===== src/rtl/clk_tick_pkg.sv =====
// Shared register offsets, bit positions and channel configuration type
// for the clock-enable generator bank.
package clk_tick_pkg;

    localparam logic [1:0] REG_CTRL   = 2'd0;
    localparam logic [1:0] REG_DIV    = 2'd1;
    localparam logic [1:0] REG_STATUS = 2'd2;
    localparam logic [1:0] REG_COUNT  = 2'd3;

    localparam int CTRL_EN      = 0;
    localparam int CTRL_ONESHOT = 1;
    localparam int CTRL_OVF_IE  = 2;

    localparam int STAT_PEND = 0;
    localparam int STAT_OVF  = 1;

    localparam int BUS_DW    = 32;
    localparam int DIV_W_MAX = 32;

    // div is stored at full bus width; each channel uses only its low DIV_W bits
    typedef struct packed {
        logic                 en;
        logic                 oneshot;
        logic                 ovf_ie;
        logic [DIV_W_MAX-1:0] div;
    } ch_cfg_t;

endpackage


===== src/rtl/clk_tick_ctrl_if.sv =====
// Word-wide register bus between the core (master) and the tick bank (slave).
interface clk_tick_ctrl_if #(parameter int AW = 4);
    import clk_tick_pkg::*;

    // bus_wr/bus_rd are single-cycle strobes with no back-pressure; every read
    // is answered by exactly one bus_rvalid pulse on the following cycle.
    logic              bus_wr;
    logic              bus_rd;
    logic [AW-1:0]     bus_addr;
    logic [BUS_DW-1:0] bus_wdata;
    logic [BUS_DW-1:0] bus_rdata;
    logic              bus_rvalid;

    modport master (
        output bus_wr, bus_rd, bus_addr, bus_wdata,
        input  bus_rdata, bus_rvalid
    );

    modport slave (
        input  bus_wr, bus_rd, bus_addr, bus_wdata,
        output bus_rdata, bus_rvalid
    );

endinterface


===== src/rtl/clk_tick_channel.sv =====
// One tick channel: free-running divider, pending level and sticky overrun.
module clk_tick_channel
    import clk_tick_pkg::*;
#(
    parameter int DIV_W = 16
) (
    input  logic             clk,
    input  logic             reset,
    input  ch_cfg_t          cfg_q,
    input  ch_cfg_t          cfg_d,
    input  logic             cfg_wr,
    input  logic             ovf_clr,
    input  logic             ack,
    output logic             tick,
    output logic             pend,
    output logic             ovf,
    output logic             oneshot_clr,
    output logic [DIV_W-1:0] count
);

    logic [DIV_W-1:0] div_q;
    logic [DIV_W-1:0] div_d;
    logic [DIV_W-1:0] count_d;
    logic             tick_d;

    assign div_q = cfg_q.div[DIV_W-1:0];
    assign div_d = cfg_d.div[DIV_W-1:0];

    // A config write restarts the period; wrapping or disabled returns to 0.
    always_comb begin
        count_d = '0;
        if (cfg_q.en && !cfg_wr && (count != div_q)) begin
            count_d = count + DIV_W'(1);
        end
    end

    // tick is registered against the configuration that will be live next
    // cycle, so it lines up with count==DIV and DIV=0 ticks every cycle.
    assign tick_d      = cfg_d.en && (count_d == div_d);
    assign oneshot_clr = tick && cfg_q.oneshot;

    always_ff @(posedge clk) begin
        if (reset) begin
            count <= '0;
            tick  <= 1'b0;
            pend  <= 1'b0;
            ovf   <= 1'b0;
        end else begin
            count <= count_d;
            tick  <= tick_d;
            pend  <= tick | (pend & ~ack);
            ovf   <= (tick & pend & ~ack) | (ovf & ~ovf_clr);
        end
    end

endmodule


===== src/rtl/clk_tick_ctrl.sv =====
// Bus-programmable bank of NUM_CH clock-enable generators with pending,
// overrun and a combined overrun interrupt.
module clk_tick_ctrl
    import clk_tick_pkg::*;
#(
    parameter int NUM_CH = 4,
    parameter int DIV_W  = 16
) (
    input  logic              clk,
    input  logic              reset,
    clk_tick_ctrl_if.slave    bus,
    output logic [NUM_CH-1:0] tick,
    output logic [NUM_CH-1:0] tick_pend,
    input  logic [NUM_CH-1:0] tick_ack,
    output logic              irq
);

    localparam logic [BUS_DW-1:0] DIV_MASK = BUS_DW'((64'd1 << DIV_W) - 64'd1);

    ch_cfg_t           cfg_q [NUM_CH];
    ch_cfg_t           cfg_d [NUM_CH];
    logic [DIV_W-1:0]  count [NUM_CH];
    logic [NUM_CH-1:0] cfg_wr;
    logic [NUM_CH-1:0] ovf_clr;
    logic [NUM_CH-1:0] ovf;
    logic [NUM_CH-1:0] ovf_ie;
    logic [NUM_CH-1:0] oneshot_clr;
    logic [1:0]        reg_sel;
    int unsigned       ch_sel;
    logic [BUS_DW-1:0] rdata_d;

    assign reg_sel = bus.bus_addr[1:0];
    assign ch_sel  = 32'(bus.bus_addr >> 2);

    // Unmapped channel indices never match, so their writes fall away.
    always_comb begin
        for (int i = 0; i < NUM_CH; i++) begin
            cfg_d[i]   = cfg_q[i];
            cfg_wr[i]  = 1'b0;
            ovf_clr[i] = 1'b0;
            if (oneshot_clr[i]) cfg_d[i].en = 1'b0;
            if (bus.bus_wr && (ch_sel == i)) begin
                case (reg_sel)
                    REG_CTRL: begin
                        cfg_d[i].en      = bus.bus_wdata[CTRL_EN];
                        cfg_d[i].oneshot = bus.bus_wdata[CTRL_ONESHOT];
                        cfg_d[i].ovf_ie  = bus.bus_wdata[CTRL_OVF_IE];
                        cfg_wr[i]        = 1'b1;
                    end
                    REG_DIV: begin
                        cfg_d[i].div = bus.bus_wdata & DIV_MASK;
                        cfg_wr[i]    = 1'b1;
                    end
                    REG_STATUS: ovf_clr[i] = bus.bus_wdata[STAT_OVF];
                    default: ;
                endcase
            end
        end
    end

    // Read mux sees pre-edge state, so a same-cycle write returns old data.
    always_comb begin
        rdata_d = '0;
        for (int i = 0; i < NUM_CH; i++) begin
            if (ch_sel == i) begin
                case (reg_sel)
                    REG_CTRL: begin
                        rdata_d[CTRL_EN]      = cfg_q[i].en;
                        rdata_d[CTRL_ONESHOT] = cfg_q[i].oneshot;
                        rdata_d[CTRL_OVF_IE]  = cfg_q[i].ovf_ie;
                    end
                    REG_DIV: rdata_d = cfg_q[i].div;
                    REG_STATUS: begin
                        rdata_d[STAT_PEND] = tick_pend[i];
                        rdata_d[STAT_OVF]  = ovf[i];
                    end
                    default: rdata_d = BUS_DW'(count[i]);
                endcase
            end
        end
    end

    for (genvar g = 0; g < NUM_CH; g++) begin : g_ch
        assign ovf_ie[g] = cfg_q[g].ovf_ie;

        clk_tick_channel #(.DIV_W(DIV_W)) u_ch (
            .clk         (clk),
            .reset       (reset),
            .cfg_q       (cfg_q[g]),
            .cfg_d       (cfg_d[g]),
            .cfg_wr      (cfg_wr[g]),
            .ovf_clr     (ovf_clr[g]),
            .ack         (tick_ack[g]),
            .tick        (tick[g]),
            .pend        (tick_pend[g]),
            .ovf         (ovf[g]),
            .oneshot_clr (oneshot_clr[g]),
            .count       (count[g])
        );
    end

    always_ff @(posedge clk) begin
        if (reset) begin
            for (int i = 0; i < NUM_CH; i++) cfg_q[i] <= '0;
            bus.bus_rdata  <= '0;
            bus.bus_rvalid <= 1'b0;
            irq            <= 1'b0;
        end else begin
            cfg_q          <= cfg_d;
            bus.bus_rvalid <= bus.bus_rd;
            if (bus.bus_rd) bus.bus_rdata <= rdata_d;
            irq            <= |(ovf & ovf_ie);
        end
    end

endmodule


===== src/flat_wrapper.sv =====
// flat-port wrapper written by rule: the top's interface ports become plain ports
module clk_tick_ctrl_flat import clk_tick_pkg::*;
#(
    parameter int NUM_CH = 4,
    parameter int DIV_W  = 16
)
  (clk, reset, tick, tick_pend, tick_ack, irq, bus_bus_wr, bus_bus_rd, bus_bus_addr, bus_bus_wdata, bus_bus_rdata, bus_bus_rvalid);
  clk_tick_ctrl_if #(.AW((4))) bus_i ();
  input  logic clk;
  input  logic reset;
  output logic [NUM_CH-1:0] tick;
  output logic [NUM_CH-1:0] tick_pend;
  input  logic [NUM_CH-1:0] tick_ack;
  output logic irq;
  input wire logic [$bits(bus_i.bus_wr)-1:0] bus_bus_wr;
  input wire logic [$bits(bus_i.bus_rd)-1:0] bus_bus_rd;
  input wire logic [$bits(bus_i.bus_addr)-1:0] bus_bus_addr;
  input wire logic [$bits(bus_i.bus_wdata)-1:0] bus_bus_wdata;
  output wire logic [$bits(bus_i.bus_rdata)-1:0] bus_bus_rdata;
  output wire logic [$bits(bus_i.bus_rvalid)-1:0] bus_bus_rvalid;
  assign bus_i.bus_wr = bus_bus_wr;
  assign bus_i.bus_rd = bus_bus_rd;
  assign bus_i.bus_addr = bus_bus_addr;
  assign bus_i.bus_wdata = bus_bus_wdata;
  assign bus_bus_rdata = bus_i.bus_rdata;
  assign bus_bus_rvalid = bus_i.bus_rvalid;
  clk_tick_ctrl #(.NUM_CH(NUM_CH), .DIV_W(DIV_W)) u_core (.clk(clk), .reset(reset), .bus(bus_i), .tick(tick), .tick_pend(tick_pend), .tick_ack(tick_ack), .irq(irq));
endmodule

===== config.mk =====
export PLATFORM = sky130hd
export DESIGN_NAME = clk_tick_ctrl_flat
export DESIGN_NICKNAME = d
export VERILOG_FILES = /design/src/rtl/clk_tick_pkg.sv /design/src/rtl/clk_tick_ctrl_if.sv /design/src/rtl/clk_tick_channel.sv /design/src/rtl/clk_tick_ctrl.sv /design/src/flat_wrapper.sv
export SDC_FILE = /design/constraint.sdc
export NUM_CORES = 1
export LEC_CHECK = 0
export CAP_MARGIN = 20
export CORE_ASPECT_RATIO = 0.7
export CORE_UTILIZATION = 55
export DETAILED_ROUTE_END_ITERATION = 8
export PLACE_DENSITY = 0.81
export SLEW_MARGIN = 20
export SYNTH_ARGS = -nofsm -noshare
export SYNTH_HDL_FRONTEND = slang
export SYNTH_SLANG_ARGS = --single-unit

===== constraint.sdc =====
create_clock -name clk -period 2.9 [get_ports clk]
set_input_delay 0.58 -clock clk [delete_from_list [all_inputs] [get_ports clk]]
set_output_delay 0.58 -clock clk [all_outputs]
set_load 0.01 [all_outputs]

==> results.ini <==
[worst_setup_path]
cpMaxStageDelayCell=clkdlybuf4s50_1
startpoint=bus_bus_addr[3]
cp.depth=11
critPathMaxFanout=13
reg2regPathDepth=9
reg2reg_slack_ns=0.10
crit_end=u_core.g_ch[3].u_ch.tick
path_buf_inv=3
r2r_end=u_core.g_ch[0].u_ch.tick
r2r_start=u_core.g_ch[0].u_ch.count[0]
required_ns=3.24
worstSetupPathType=in2reg
cp_cell_sequence=clkdlybuf4s50_1 -> buf_4 -> nand3_2 -> buf_4 -> o21ai_0 -> a22o_1 -> o31ai_1 -> a22o_1 -> a32oi_1 -> a211oi_1 -> and4_1
crit_path_max_incr_delay_ns=0.60
startpoint_type=input port
cp_top_family=compound AO/OA/AOI/OAI gates
endpoint_kind=flop
arrival_ns=3.19

[layout]
nFillCells=1470
ff_latch_area_um2=3400
drive_gt1_frac=0.156
multi_input_area_um2=6490
nets=1398
instances_no_fill=1599
num_antenna_cells=0
areaGrowthSynthToFinish_pct=19.5

[clock_network]
clock_sinks=170
postCtsSetupBuffers=0
cts_hold_buf=0
cts_tree=yes
root_buffer=clkbuf_16
htree_levels=4
clkLatencyLatePin_ns=0.45
cts.repair.resized=0
cts.path.max_buffers=2
cts_buffers=17
clk_pin_slew_worst_paths_ns=0.07

[pwr]
vdd_drop_max_mv=0.310
powerDensity_nw_per_um2=418
power_leakage_nw=4.71

[logic_synthesis]
synthCells=1234
synth_top_family_by_area=simple AND/OR/NAND/NOR gates
synth_xor_area_frac=0.127
seq_area_frac_synth=0.328
yosys.cell_types.count=77
ys.flop_type=dfxtp_1
synth_seq_cells=170
synth-adder-area-share=0.00482
synth-compound-area-share=0.126
syn_area_per_cell_um2=8.41
syn-cell-area_um2=10400
async_reset_ff_frac=0
synthSimpleGateAreaFrac=0.224
muxShareOfSynthArea=0.131
synth_edf_count=0
synth-warning-count=0

[sta]
holdWs_ns=0.478
fmax_ghz=0.352
relSlewSlack=0.453
finClkSkew_ns=0.0107
timing.final.crit_period_ns=2.84
drv_slew=0
hold_violations=0
setup_viol=0
timing.final.crit_share=0.980
tightest_slew_ns=0.820

[global_routing]
grt_pass1_vias=9305
grt-busiest-layer=met2
grt_use_met3=0.0962
grt_use_met1=0.484
track_usage=0.359
antenna_found_initial=0
gr-total-overflow=0
use_met2=0.543
grt_max_degree=58
grt_pass1_wl_mm=52.5

[floorplan]
die_area_um2=19400
ios=86
fp-row-count=41
die_x_um=166
die_y_um=117
start_util=0.568
coreArea_um2=18300

[placed_design]
place_inst=1567
portBuffers=53
gp_congestion=0.991
post-dp-hpwl_mm=25.3

[run_status]
status=finished clean

[routing]
initialDrtViolationCount=1309
vias_per_cell=6.22
dr.pass1.iters=5
ant_nets=0
wl_per_cell_um=21.5
drt_wl_total_mm=34.3
drc=0
vias=9945

[flow_run]
drv_cap=0

[min_path]
hp-class=reg2reg

state kept, by name, indices dropped and copies added (netlist names):
signal                  cells
u_core.bus.bus_rdata       16
u_core.g_ch.u_ch.pend       4
u_core.irq                  1
u_core.g_ch.u_ch.ovf        4
u_core.g_ch.u_ch.tick       4
u_core.cfg_q               76
u_core.bus.bus_rvalid       1
u_core.g_ch.u_ch.count     64
area by class of cell:
cell class                      count  share of cell area
Multi-Input combinational cell    954               0.523
Sequential cell                   170               0.274
Timing Repair Buffer              184               0.126
Clock buffer                       21              0.0379
Tap cell                          236              0.0238
Clock inverter                     11             0.00777
Inverter                           23             0.00696
power by group:
group / switching (W) / internal (W) / total, W
Combinational: 0.000315 / 0.000224 / 0.000540
Sequential: 0.0000245 / 0.00236 / 0.00239
Clock: 0.00101 / 0.00125 / 0.00226
Total: 0.00135 / 0.00383 / 0.00518
through the flow:
stage	instance area (um^2)	setup WS [ns]	total power (W)	TNS, ns	utilization
finish	12400	0.0589	0.00518	0	0.679
global route	12400	-0.00603	0.00531	-0.00603	0.679
CTS	12300	0.0321	0.00516	0	0.674
detailed placement	11700	-0.418	0.00295	-1.58	0.643
global placement	11700	-0.308	0.00294	-1.07	0.643
floorplan	10400	0.418	0.00272	0	-
cell families after synthesis:
| family | after synthesis |
|---|---|
| xor+xnor | 150 |
| flops | 170 |
| other cells | 1 |
| mux | 125 |
| compound gates | 201 |
| simple gates | 458 |
| buf+inv | 125 |
| fa+ha+maj | 4 |
cell usage after synthesis (all sizes together), types with 5 or more instances:
cell	number	area (um^2)
nand2b	8	50.1
nor3	24	125
or3	10	62.6
and2	5	31.3
nand3	26	140
nand4b	6	52.6
inv	23	86.3
nor4	32	231
a21oi	54	270
a22oi	5	37.5
nor2	195	742
xor2	62	543
nand4	26	175
buf	51	350
o211ai	7	52.6
o22ai	23	144
o31ai	7	52.6
o21ai	30	150
nor2b	31	194
clkbuf	51	191
dfxtp	170	3400
xnor2	88	771
a31oi	9	56.3
a32oi	5	43.8
mux4	6	135
or2	7	43.8
mux2	7	82.6
nand3b	6	48.8
mux2i	112	1140
a21o	6	45.0
a211oi	29	218
nand2	62	238
layout by cell type, fill, tap and decap left out, types with 6 or more instances in the layout:
master	n
nor2_1	193
dfxtp_1	169
buf_4	129
mux2i_1	105
xnor2_1	88
xor2_1	62
nand2_1	60
a21oi_1	54
clkdlybuf4s50_1	51
nor2b_1	31
a211oi_1	29
o21ai_0	27
nor4_1	25
nand4_1	24
nand3_1	23
inv_1	23
o22ai_1	22
nor3_1	22
clkbuf_16	17
conb_1	16
or3_1	10
a31oi_1	9
nand2b_1	8
o211ai_1	7
nor4_2	7
o31ai_1	7
mux4_2	6
nand4b_1	6
a21o_1	6
metal layers:
layer	wire (um)	share of wire
met5	0	0
met4	1190	0.035
met3	4020	0.12
met2	14400	0.42
met1	14700	0.43
how the worst min path moves through the flow:
stage	start	end	slack (ns)	cells past startpoint
6_report	u_core.bus.bus_rdata[6]	u_core.bus.bus_rdata[6]	0.48	2
5_1_grt	u_core.bus.bus_rdata[11]	u_core.bus.bus_rdata[11]	0.50	2
4_1_cts	u_core.bus.bus_rdata[6]	u_core.bus.bus_rdata[6]	0.48	2
3_5_place_dp	u_core.bus.bus_rdata[11]	u_core.bus.bus_rdata[11]	0.47	2
3_3_place_gp	u_core.bus.bus_rdata[6]	u_core.bus.bus_rdata[6]	0.46	2
2_1_floorplan	u_core.g_ch[2].u_ch.tick	u_core.g_ch[2].u_ch.ovf	0.46	2
worst min-delay path: stages (launching register included):
cell and delay (ns):
dfxtp_1 0.31, nand2b_1 0.06, a21oi_1 0.05
Note: power is estimated with default switching activity, not from simulation.
